**config.mk**
```make
export PLATFORM = sky130hd
export DESIGN_NAME = if_fetch
export DESIGN_NICKNAME = d
export VERILOG_FILES = /design/src/rtl/if_fetch.sv
export SDC_FILE = /design/constraint.sdc
export NUM_CORES = 1
export LEC_CHECK = 0
export ABC_AREA = 0
export BUFFER_PORTS_ARGS = -buffer_cell sky130_fd_sc_hd__buf_2
export CORE_UTILIZATION = 44
export DETAILED_ROUTE_END_ITERATION = 16
export PLACE_DENSITY = 0.71
export SLEW_MARGIN = 20
export SYNTH_ARGS = -nofsm -noshare
export SYNTH_HDL_FRONTEND = slang
export SYNTH_SLANG_ARGS = --single-unit
```
**constraint.sdc**
```tcl
create_clock -name clk -period 2.3 [get_ports clk]
set_input_delay 0.115 -clock clk [delete_from_list [all_inputs] [get_ports clk]]
set_output_delay 0.115 -clock clk [all_outputs]
set_load 0.01 [all_outputs]
```
**src/rtl/if_fetch.sv**
```systemverilog
// rtl/if_fetch.sv - byte-serial instruction fetch stage assembling 32-bit little-endian words
// Optional ICACHE_EN macro adds a 16-entry direct-mapped instruction cache.
module if_fetch (
    input  logic        clk,
    input  logic        rst,
    input  logic        rdy,
    input  logic [31:0] pc_in,
    input  logic        pc_rdy_in,
    output logic        pc_stall,
    input  logic        jump_flush,
    output logic        mem_req,
    output logic [31:0] mem_addr,
    input  logic        mem_byte_vld,
    input  logic [7:0]  mem_byte,
    input  logic        id_stall,
    output logic        inst_vld,
    output logic [31:0] inst,
    output logic [31:0] inst_pc
);

    typedef enum logic [1:0] {
        IDLE  = 2'd0,
        FETCH = 2'd1,
        HOLD  = 2'd2
    } state_t;

    state_t      r_state;
    state_t      w_next;
    logic [1:0]  r_count;
    logic [31:0] r_mem_addr;
    logic [31:0] r_inst;
    logic [31:0] r_inst_pc;
    logic        w_hit;
    logic [31:0] w_hit_data;

`ifdef ICACHE_EN
    logic [25:0] r_tag   [16];
    logic [31:0] r_data  [16];
    logic [15:0] r_valid;
    logic [3:0]  w_idx;
    logic [3:0]  w_fill_idx;
    logic        w_fill;

    assign w_idx      = pc_in[5:2];
    assign w_fill_idx = r_inst_pc[5:2];
    assign w_hit      = r_valid[w_idx] && (r_tag[w_idx] == pc_in[31:6]);
    assign w_hit_data = r_data[w_idx];
    // Fill only on the byte-3 edge of an unflushed fetch
    assign w_fill     = rdy && !jump_flush && (r_state == FETCH) &&
                        mem_byte_vld && (r_count == 2'd3);

    always_ff @(posedge clk) begin
        if (rst) begin
            r_valid <= 16'd0;
        end else if (w_fill) begin
            r_valid[w_fill_idx] <= 1'b1;
        end
    end

    always_ff @(posedge clk) begin
        if (!rst && w_fill) begin
            r_tag[w_fill_idx]  <= r_inst_pc[31:6];
            r_data[w_fill_idx] <= {mem_byte, r_inst[23:0]};
        end
    end
`else
    assign w_hit      = 1'b0;
    assign w_hit_data = 32'd0;
`endif

    always_ff @(posedge clk) begin
        if (rst) begin
            r_state <= IDLE;
        end else if (rdy) begin
            r_state <= w_next;
        end
    end

    always_comb begin
        w_next = r_state;
        if (jump_flush) begin
            w_next = IDLE;
        end else begin
            case (r_state)
                IDLE:    if (pc_rdy_in) w_next = w_hit ? HOLD : FETCH;
                FETCH:   if (mem_byte_vld && (r_count == 2'd3)) w_next = HOLD;
                HOLD:    if (!id_stall) w_next = IDLE;
                default: w_next = IDLE;
            endcase
        end
    end

    always_ff @(posedge clk) begin
        if (rst) begin
            r_count    <= 2'd0;
            r_mem_addr <= 32'd0;
            r_inst     <= 32'd0;
            r_inst_pc  <= 32'd0;
        end else if (rdy) begin
            if (jump_flush) begin
                r_count <= 2'd0;
            end else begin
                case (r_state)
                    IDLE: begin
                        if (pc_rdy_in) begin
                            r_inst_pc <= pc_in;
                            if (w_hit) begin
                                r_inst <= w_hit_data;
                            end else begin
                                r_mem_addr <= pc_in;
                                r_count    <= 2'd0;
                            end
                        end
                    end
                    FETCH: begin
                        if (mem_byte_vld) begin
                            r_inst[{r_count, 3'b000} +: 8] <= mem_byte;
                            r_mem_addr <= r_mem_addr + 32'd1;
                            r_count    <= r_count + 2'd1;
                        end
                    end
                    default: ;
                endcase
            end
        end
    end

    assign mem_req  = (r_state == FETCH);
    assign pc_stall = (r_state != IDLE);
    assign inst_vld = (r_state == HOLD);
    assign mem_addr = r_mem_addr;
    assign inst     = r_inst;
    assign inst_pc  = r_inst_pc;

endmodule
```
==> results.md, run 1 <==
* Outcome: finished, final reports clean
* Worst Path Required at 2590 ps
* DR iter-0 viols at 179
* Crit. End Element: flip-flop
* Rel. slew slack at 0.541
* Antenna diodes at 0
* Synth warn at 0
* Net Count, Synth at 636
* Mapped Area at 4600 um^2
* Chip width at 104 um
* Row count at 36
* # DRC at 0
* CP Max Fanout at 6
* Hpwl dp at 9.44 mm
* Largest area contributor in the netlist: dfxtp_1
* Max Clk Rate at 469 MHz
* Initial antenna violation count at 0
* CTS tree: yes
* Vias in the first global route at 4530
* Layout area overhead at 28.1%
* Via-to-Cell Ratio at 5.64
* DIE HEIGHT at 104 um
* Main synth FF type: dfxtp_1
* Cell variety after synth at 49
* Via count at 4944
* Placer Congestion at 0.835
* Clock insertion delay at the later pin of the skew report at 370 ps
* Hold crit path type: in -> reg
* Register area share after synthesis at 0.435
* Setup violators final at 0
* # clock sinks at 100
* Layout cell share with drive strength beyond 1 at 0.263
* Post-route insts no fill at 877
* Worst EP arrival at 2430 ps
* Hold slack at 12.9 ps
* First-pass GRT wire length at 22.2 mm
* H-tree Lvls at 3
* Cell with the most instances after synthesis: nand2_1
* Max_cap viols at 0
* Post-Syn Instances at 583
* Number of port buffers at 145
* Largest cells by area after synthesis: dfxtp_1 44%, nand2_1 11%, a21oi_1 8.6%, nand4_1 4.5%, clkbuf_1 2.6%
* Largest net degree at the start of global routing at 59
* Layout net count at 793
* Wire per inst at 15.4 um
* TritonRoute pass-1 iters at 4
* GRT Residual Overflow at 0
* Worst slew pin tran at 683 ps
* Final worst path period share at 0.927
* Synth Area per Inst at 7.89 um^2
* Crit start category: flip-flop
* CTS clock-pin slew for the worst setup and hold paths at 90 ps
* Synth cell count leaders: 133 x nand2_1, 100 x dfxtp_1, 79 x a21oi_1
* Initial core utilization at 0.462
* Kind of critical path: reg -> reg
* Post-placement cell count at 846
* Yosys reg bits at 100
* Die area at 10900 um^2
* Leakage at 2.36 nW
* Remaining antenna violation count at 0
* Period minus WS final at 2130 ps
* Resize count post-CTS at 0
* Postcts setup bufs at 0
* Worst R2R Setup Slack at 170 ps
* Unrepaired setup endpoints after global routing: false
* Final Hold Fails at 0
* I/O pin total at 146
* Synth top area share at 0.435
* GRT Overall Usage at 0.250
* CTS buffer count at 9
* EDFF count, synth at 0
* Setup TNS at 0 ps
* Post-CTS Hold Fix Bufs at 16
* Core Area at 9950 um^2
* Clk root buf: clkbuf_8
* Async set or reset register ratio after synthesis at 0
* Clk_skew at 9.83 ps
* CTS Buffer Depth at 2
* Final Max Slew Viols at 0
* WL final at 13.5 mm
* Peak VDD IR at 0.000272 V
* P per Cell Area at 548 nW/um^2
[area by class of cell]
| type | instances | area, um^2 |
|---|---|---|
| multi-input cells | 438 | 2440 |
| fillers | 922 | 4060 |
| clock inverters | 3 | 21.3 |
| flip-flops and latches | 100 | 2000 |
| repair buffers | 185 | 1090 |
| inverters | 6 | 22.5 |
| well taps | 133 | 166 |
| clock buffers | 12 | 155 |
[routing by layer]
metal  track usage  up-vias  part of all wire
li1              -     2418                 -
met1         0.317     2312              0.43
met2         0.420      192              0.48
met3        0.0370       22             0.064
met4         0.109        0             0.020
met5             0        -                 0
[layout by cell type, fill, tap and decap left out, types with 2 or more instances in the layout]
cell type	count
a21oi_1	79
nor4_4	2
a31oi_1	19
o211ai_1	7
nor2b_1	3
nor2_1	23
nor3b_1	5
nand3_1	18
dlygate4sd3_1	16
nand2b_1	10
a21o_1	2
mux2_2	2
nor4_1	4
or3_1	7
nand4_1	33
mux2i_1	9
a22oi_1	8
buf_4	22
or2_2	2
o31ai_1	4
and3_1	6
a41oi_1	5
dfxtp_1	100
nand2_1	133
inv_1	5
ha_1	6
o21a_1	4
and2_1	2
o22ai_1	2
nor3_1	3
buf_12	2
o21ai_0	14
or4_1	11
buf_2	145
clkbuf_8	11
[flip-flops by register name (all words and copies together) (netlist names)]
name / cells
inst: 32
inst_pc: 32
mem_addr: 32
r_count: 2
r_state: 2
[worst paths after layout]
check | start | endpoint | cells past startpoint
worst max register to register | mem_addr[2] | mem_addr[15] | 5
worst max-delay path | mem_addr[2] | mem_addr[15] | 5
worst min-delay path | pc_in[14] | inst_pc[14] | 3
worst min register to register | inst[18] | inst[18] | 2
[stage by stage]
stage               instance area, um^2   util  power [mW]  setup slack [ps]
floorplan                          4600      -        2.04              94.6
global placement                   5550  0.558        2.19               277
detailed placement                 5550  0.558        2.20               174
CTS                                5890  0.591        3.25               153
global route                       5900  0.592        3.37              25.0
finish                             5900  0.592        3.23               169
[logic make-up after synthesis]
| kind of cell | Yosys count | synth area share |
|---|---|---|
| AOI/OAI and AO/OA | 153 | 0.198 |
| adders and majority gates | 6 | 0.0163 |
| DFF | 100 | 0.435 |
| and+or+nand+nor | 268 | 0.288 |
| muxes | 11 | 0.0245 |
| buffers and inverters | 45 | 0.0381 |
[where the power goes]
part	internal [mW]	total [mW]	switching, mW
clock network	0.450	1.05	0.598
registers	1.77	1.82	0.0441
logic	0.154	0.366	0.212
total	2.38	3.23	0.854
[worst max-delay path: stages (launching register included)]
cell and delay (ps):
dfxtp_1 420, nand3_1 220, or3_1 440, or4_1 480, or3_1 330, a31oi_1 170
(Power assumes the default switching activity.)
==> run 2, diff against run 1 <==
--- a/config.mk
+++ b/config.mk
@@ -8,6 +8,8 @@
 export ABC_AREA = 0
 export BUFFER_PORTS_ARGS = -buffer_cell sky130_fd_sc_hd__buf_2
 export CORE_UTILIZATION = 44
+export CTS_BUF_LIST = sky130_fd_sc_hd__clkbuf_4
+export CTS_CLUSTER_DIAMETER = 200
 export DETAILED_ROUTE_END_ITERATION = 16
 export PLACE_DENSITY = 0.71
 export SLEW_MARGIN = 20
==> results.md, run 2 (synthesis results as in run 1) <==
* Worst-case reg-to-reg path depth at 5
* Die area at 10900 um^2
* Layout net count at 818
* Initial antenna violation count at 0
* Core Area at 9950 um^2
* CP top delay family: simple AND/OR/NAND/NOR gates
* WHS Endpoint: inst[17]
* GRT Overall Usage at 0.261
* Row count at 36
* Switching power at 0.841 mW
* CTS tree: yes
* Max Clk Rate at 468 MHz
* GRT Residual Overflow at 0
* Via count at 5057
* P per Cell Area at 498 nW/um^2
* Largest net degree at the start of global routing at 59
* Worst Path Required at 2700 ps
* Layout cell share with drive strength beyond 1 at 0.254
* Rel. slew slack at 0.539
* Commonest non-fill, non-tap cell in the layout: buf_2
* Setup ws final at 163 ps
* Period minus WS final at 2140 ps
* CP Max Fanout at 6
* Placer Congestion at 0.835
* Setup violators final at 0
* Max_cap viols at 0
* WL final at 14.0 mm
* DR iter-0 viols at 206
* Clk root buf: clkbuf_4
* Unrepaired setup endpoints after global routing: false
* Seq pwr share at 0.602
* Comb pwr share at 0.133
* Worst path cell trace: nand3_1 -> or3_1 -> or4_1 -> or3_1 -> a31oi_1
* Clock network fraction of total power at 0.265
* Crit path max-delay cell type: or4_1
* Critical R2R Launch: mem_addr[2]
* Hold crit path type: in -> reg
* Vias in the first global route at 4702
* Antenna diodes at 0
* Critical path launch point: mem_addr[2]
* Most frequent cells in the layout: 145 x buf_2, 133 x nand2_1, 100 x dfxtp_1
* Post-CTS Hold Fix Bufs at 41
* Post-Place Worst Slack at 174 ps
* CTS buffer count at 9
* Kind of critical path: reg -> reg
* Final worst path period share at 0.929
* Worst EP arrival at 2540 ps
* Max incr delay on CP at 480 ps
* Resize count post-CTS at 0
* Setup TNS at 0 ps
* Wire per inst at 15.5 um
* Peak VDD IR at 0.000275 V
* Clock insertion delay at the later pin of the skew report at 460 ps
* Fillers at 914
* Final Max Slew Viols at 0
* TritonRoute pass-1 iters at 6
* RR Endpoint: mem_addr[15]
* WHS Path Cells at 2
* Worst R2R Setup Slack at 160 ps
* Crit. End Element: flip-flop
* Via-to-Cell Ratio at 5.61
* # DRC at 0
* Remaining antenna violation count at 0
* Crit start category: flip-flop
* First-pass GRT wire length at 23.1 mm
* # clock sinks at 100
* H-tree Lvls at 3
* Number of port buffers at 145
* Cell-internal power at 2.18 mW
* Critical path buffer and inverter count at 0
* I/O pin total at 146
* DIE HEIGHT at 104 um
* Final Hold Fails at 0
* Initial core utilization at 0.462
* CP dominant cell by count: or3_1
* Hpwl dp at 9.44 mm
* Postcts setup bufs at 0
* CTS clock-pin slew for the worst setup and hold paths at 150 ps
* CTS Buffer Depth at 2
* Layout Utilization at 0.610
* Hold Crit Start: rst
* Switch share at 0.278
* Leakage at 2.43 nW
* Clk_skew at 14.2 ps
* Worst slew pin tran at 687 ps
* Layout area overhead at 32.0%
* Outcome: finished, final reports clean
* Chip width at 104 um
==> run 2: cell count changes in the layout (fill, tap and decap cells not counted), sizes merged <==
cell,change
clkinv,+2
dlygate4sd3,+25
clkbuf,-2
==> run 2: how the worst max path moves through the flow <==
stage | endpoint | slack, ps | cells after the start
floorplan | mem_addr[20] | 90 | 7
global placement | inst[30] | 280 | 6
detailed placement | inst[31] | 170 | 6
CTS | inst[31] | 150 | 6
global route | mem_addr[15] | 20 | 5
finish | mem_addr[15] | 160 | 5
==> run 2: power by group through the flow <==
stage / combinational, mW / clock [mW] / sequential [mW]
after global routing: 0.438 / 0.896 / 1.83
after floorplan: 0.165 / 0 / 1.87
after CTS: 0.397 / 0.821 / 1.82
after detailed placement: 0.342 / 0 / 1.86
after global placement: 0.338 / 0 / 1.85
final: 0.402 / 0.801 / 1.82
==> run 2: per-layer routing <==
metal	wire length (um)	part of all wire	GRT usage	vias up
li1	-	-	-	2476
met1	5990	0.43	0.323	2383
met2	6880	0.49	0.445	179
met3	874	0.062	0.0445	19
met4	265	0.019	0.110	0
met5	0	0	0	-
==> run 2: layout make-up <==
| type | instances | area [um^2] | share of cell area |
|---|---|---|---|
| clock buffers | 10 | 75.1 | 0.0124 |
| clock inverters | 5 | 28.8 | 0.00474 |
| inverters | 6 | 22.5 | 0.00371 |
| multi-input cells | 438 | 2440 | 0.401 |
| flip-flops and latches | 100 | 2000 | 0.330 |
| well taps | 133 | 166 | 0.0274 |
| repair buffers | 210 | 1340 | 0.221 |
==> run 2: metrics by stage <==
stage | std cells | power (mW) | hold WS, ps | instance area, um^2
after global placement | 846 | 2.19 | 371 | 5550
after global routing | 902 | 3.16 | 22.7 | 6070
after CTS | 902 | 3.04 | 15.6 | 6060
final | 902 | 3.02 | 27.4 | 6070
after floorplan | 583 | 2.04 | 251 | 4600
after detailed placement | 846 | 2.20 | 376 | 5550
==> run 3, diff against run 2 <==
==> constraint.sdc (replaced) <==
create_clock -name clk -period 2.3 [get_ports clk]
set_input_delay 0.46 -clock clk [delete_from_list [all_inputs] [get_ports clk]]
set_output_delay 0.46 -clock clk [all_outputs]
set_load 0.01 [all_outputs]
==> results.md, run 3 (synthesis results as in run 1) <==
* Metal3 WL at 743 um
* CP top delay family: buffers and inverters
* Setup violators final at 0
* CP Max Fanout at 32
* Final Hold Fails at 0
* Row count at 36
* Max incr delay on CP at 390 ps
* CTS buffer count at 9
* P per Cell Area at 558 nW/um^2
* Crit. End Element: output port
* Kind of critical path: reg -> out
* GRT Residual Overflow at 0
* Peak VDD IR at 0.000327 V
* GRT Overall Usage at 0.245
* DR iter-0 viols at 311
* Clock insertion delay at the later pin of the skew report at 470 ps
* Setup TNS at 0 ps
* TritonRoute pass-1 iters at 5
* CTS tree: yes
* Post-placement cell count at 848
* Clk_skew at 18.5 ps
* Postcts setup bufs at 0
* WL final at 13.3 mm
* Worst slew pin tran at 705 ps
* Crit path max-delay cell type: dfxtp_1
* Period minus WS final at 2190 ps
* Outcome: finished, final reports clean
* Uppermost layer routed: met4
* Critical Path Stages at 4
* Layout cell share with drive strength beyond 1 at 0.278
* Max_cap viols at 0
* Leakage at 2.30 nW
* Final worst path period share at 0.951
* Antenna diodes at 0
* Via-to-Cell Ratio at 5.68
* Post-Place Worst Slack at 90.2 ps
* Dpl cell area at 5570 um^2
* First-pass GRT wire length at 21.7 mm
* Die area at 10900 um^2
* Post-route cell area at 5750 um^2
* WL met2 at 6.42 mm
* Post-route insts no fill at 864
* Wl on met1 at 5.90 mm
* Setup ws final at 112 ps
* Unrepaired setup endpoints after global routing: false
* Final Max Slew Viols at 0
* Worst-case reg-to-reg path depth at 5
* Hold slack at 221 ps
* Worst Path Required at 1840 ps
* Number of port buffers at 145
* Clk root buf: clkbuf_4
* Layout net count at 779
* Wire per inst at 15.4 um
* H-tree Lvls at 3
* Core Area at 9950 um^2
* Worst EP arrival at 1730 ps
* CTS Buffer Depth at 2
* Placer Congestion at 0.812
* # clock sinks at 100
* Max Clk Rate at 457 MHz
* Via count at 4905
* Worst R2R Setup Slack at 130 ps
* Final Total Pwr at 3.21 mW
* Layout area overhead at 25.0%
* RR Endpoint: mem_addr[15]
* WHS Path Cells at 3
* Critical path buffer and inverter count at 3
* Rel. slew slack at 0.526
* Critical R2R Launch: mem_addr[2]
* Hpwl dp at 9.53 mm
* Vias in the first global route at 4430
* Worst path cell trace: nand2b_1 -> buf_8 -> inv_4 -> buf_2
* WHS Endpoint: inst_pc[9]
* Initial core utilization at 0.462
* Hold crit path type: in -> reg
* Most frequent cells in the layout: 145 x buf_2, 133 x nand2_1, 97 x dfxtp_1
* Commonest non-fill, non-tap cell in the layout: buf_2
* Largest net degree at the start of global routing at 62
* Crit start category: flip-flop
* Remaining antenna violation count at 0
* Initial antenna violation count at 0
* Chip width at 104 um
* Hold Crit Start: pc_in[9]
* CTS clock-pin slew for the worst setup and hold paths at 160 ps
* I/O pin total at 146
* Post-CTS Hold Fix Bufs at 0
* # DRC at 0
* DIE HEIGHT at 104 um
* Layout Utilization at 0.578
==> run 3: cell types whose count changed in the layout (fill, tap and decap cells not counted), moves of 2 or more <==
| cell | change |
|---|---|
| dlygate4sd3_1 | -41 |
| bufinv_16 | +2 |
| dfxtp_1 | -3 |
| dfxtp_2 | +3 |
==> run 3: how the worst max path moves through the flow <==
stage           startpoint      endpoint  slack, ps
2_1_floorplan  mem_addr[0]  mem_addr[20]         90
3_3_place_gp    jump_flush  mem_addr[13]        110
3_5_place_dp           rdy   inst_pc[24]         90
4_1_cts         r_state[1]       mem_req          4
5_1_grt        mem_addr[2]  mem_addr[15]          5
6_report        r_state[1]       mem_req        110
==> run 3: worst reg2reg max path: cells and delay by family (launching register included) <==
family / cells / cell delay, ps
AO/OA/AOI/OAI: 1 / 160
AND/OR/NAND/NOR: 4 / 1520
flip-flops: 1 / 430
==> run 3: repair_timing <==
| action | 4_1_cts | 5_1_grt |
|---|---|---|
| hold endpoints to repair | 0 | 0 |
| endpoints found under the setup margin | 1 | 5 |
| gates resized for setup | 2 | 5 |
==> run 3: power by group <==
part | internal (mW) | switching [mW] | total, mW
Clock | 0.438 | 0.603 | 1.04
Sequential | 1.78 | 0.0462 | 1.82
Combinational | 0.137 | 0.207 | 0.344
Total | 2.35 | 0.856 | 3.21
==> run 3: final cells by class <==
| cell class | count | area (um^2) |
|---|---|---|
| clock buffers | 9 | 67.6 |
| clock inverters | 7 | 90.1 |
| fillers | 938 | 4200 |
| inverters | 6 | 25.0 |
| multi-input cells | 438 | 2440 |
| flip-flops and latches | 100 | 2010 |
| well taps | 133 | 166 |
| repair buffers | 171 | 953 |
==> run 3: metal layers <==
| layer | vias to the layer above | global-route usage |
|---|---|---|
| li1 | 2399 | - |
| met1 | 2324 | 0.315 |
| met2 | 162 | 0.410 |
| met3 | 20 | 0.0401 |
| met4 | 0 | 0.0939 |
| met5 | - | 0 |
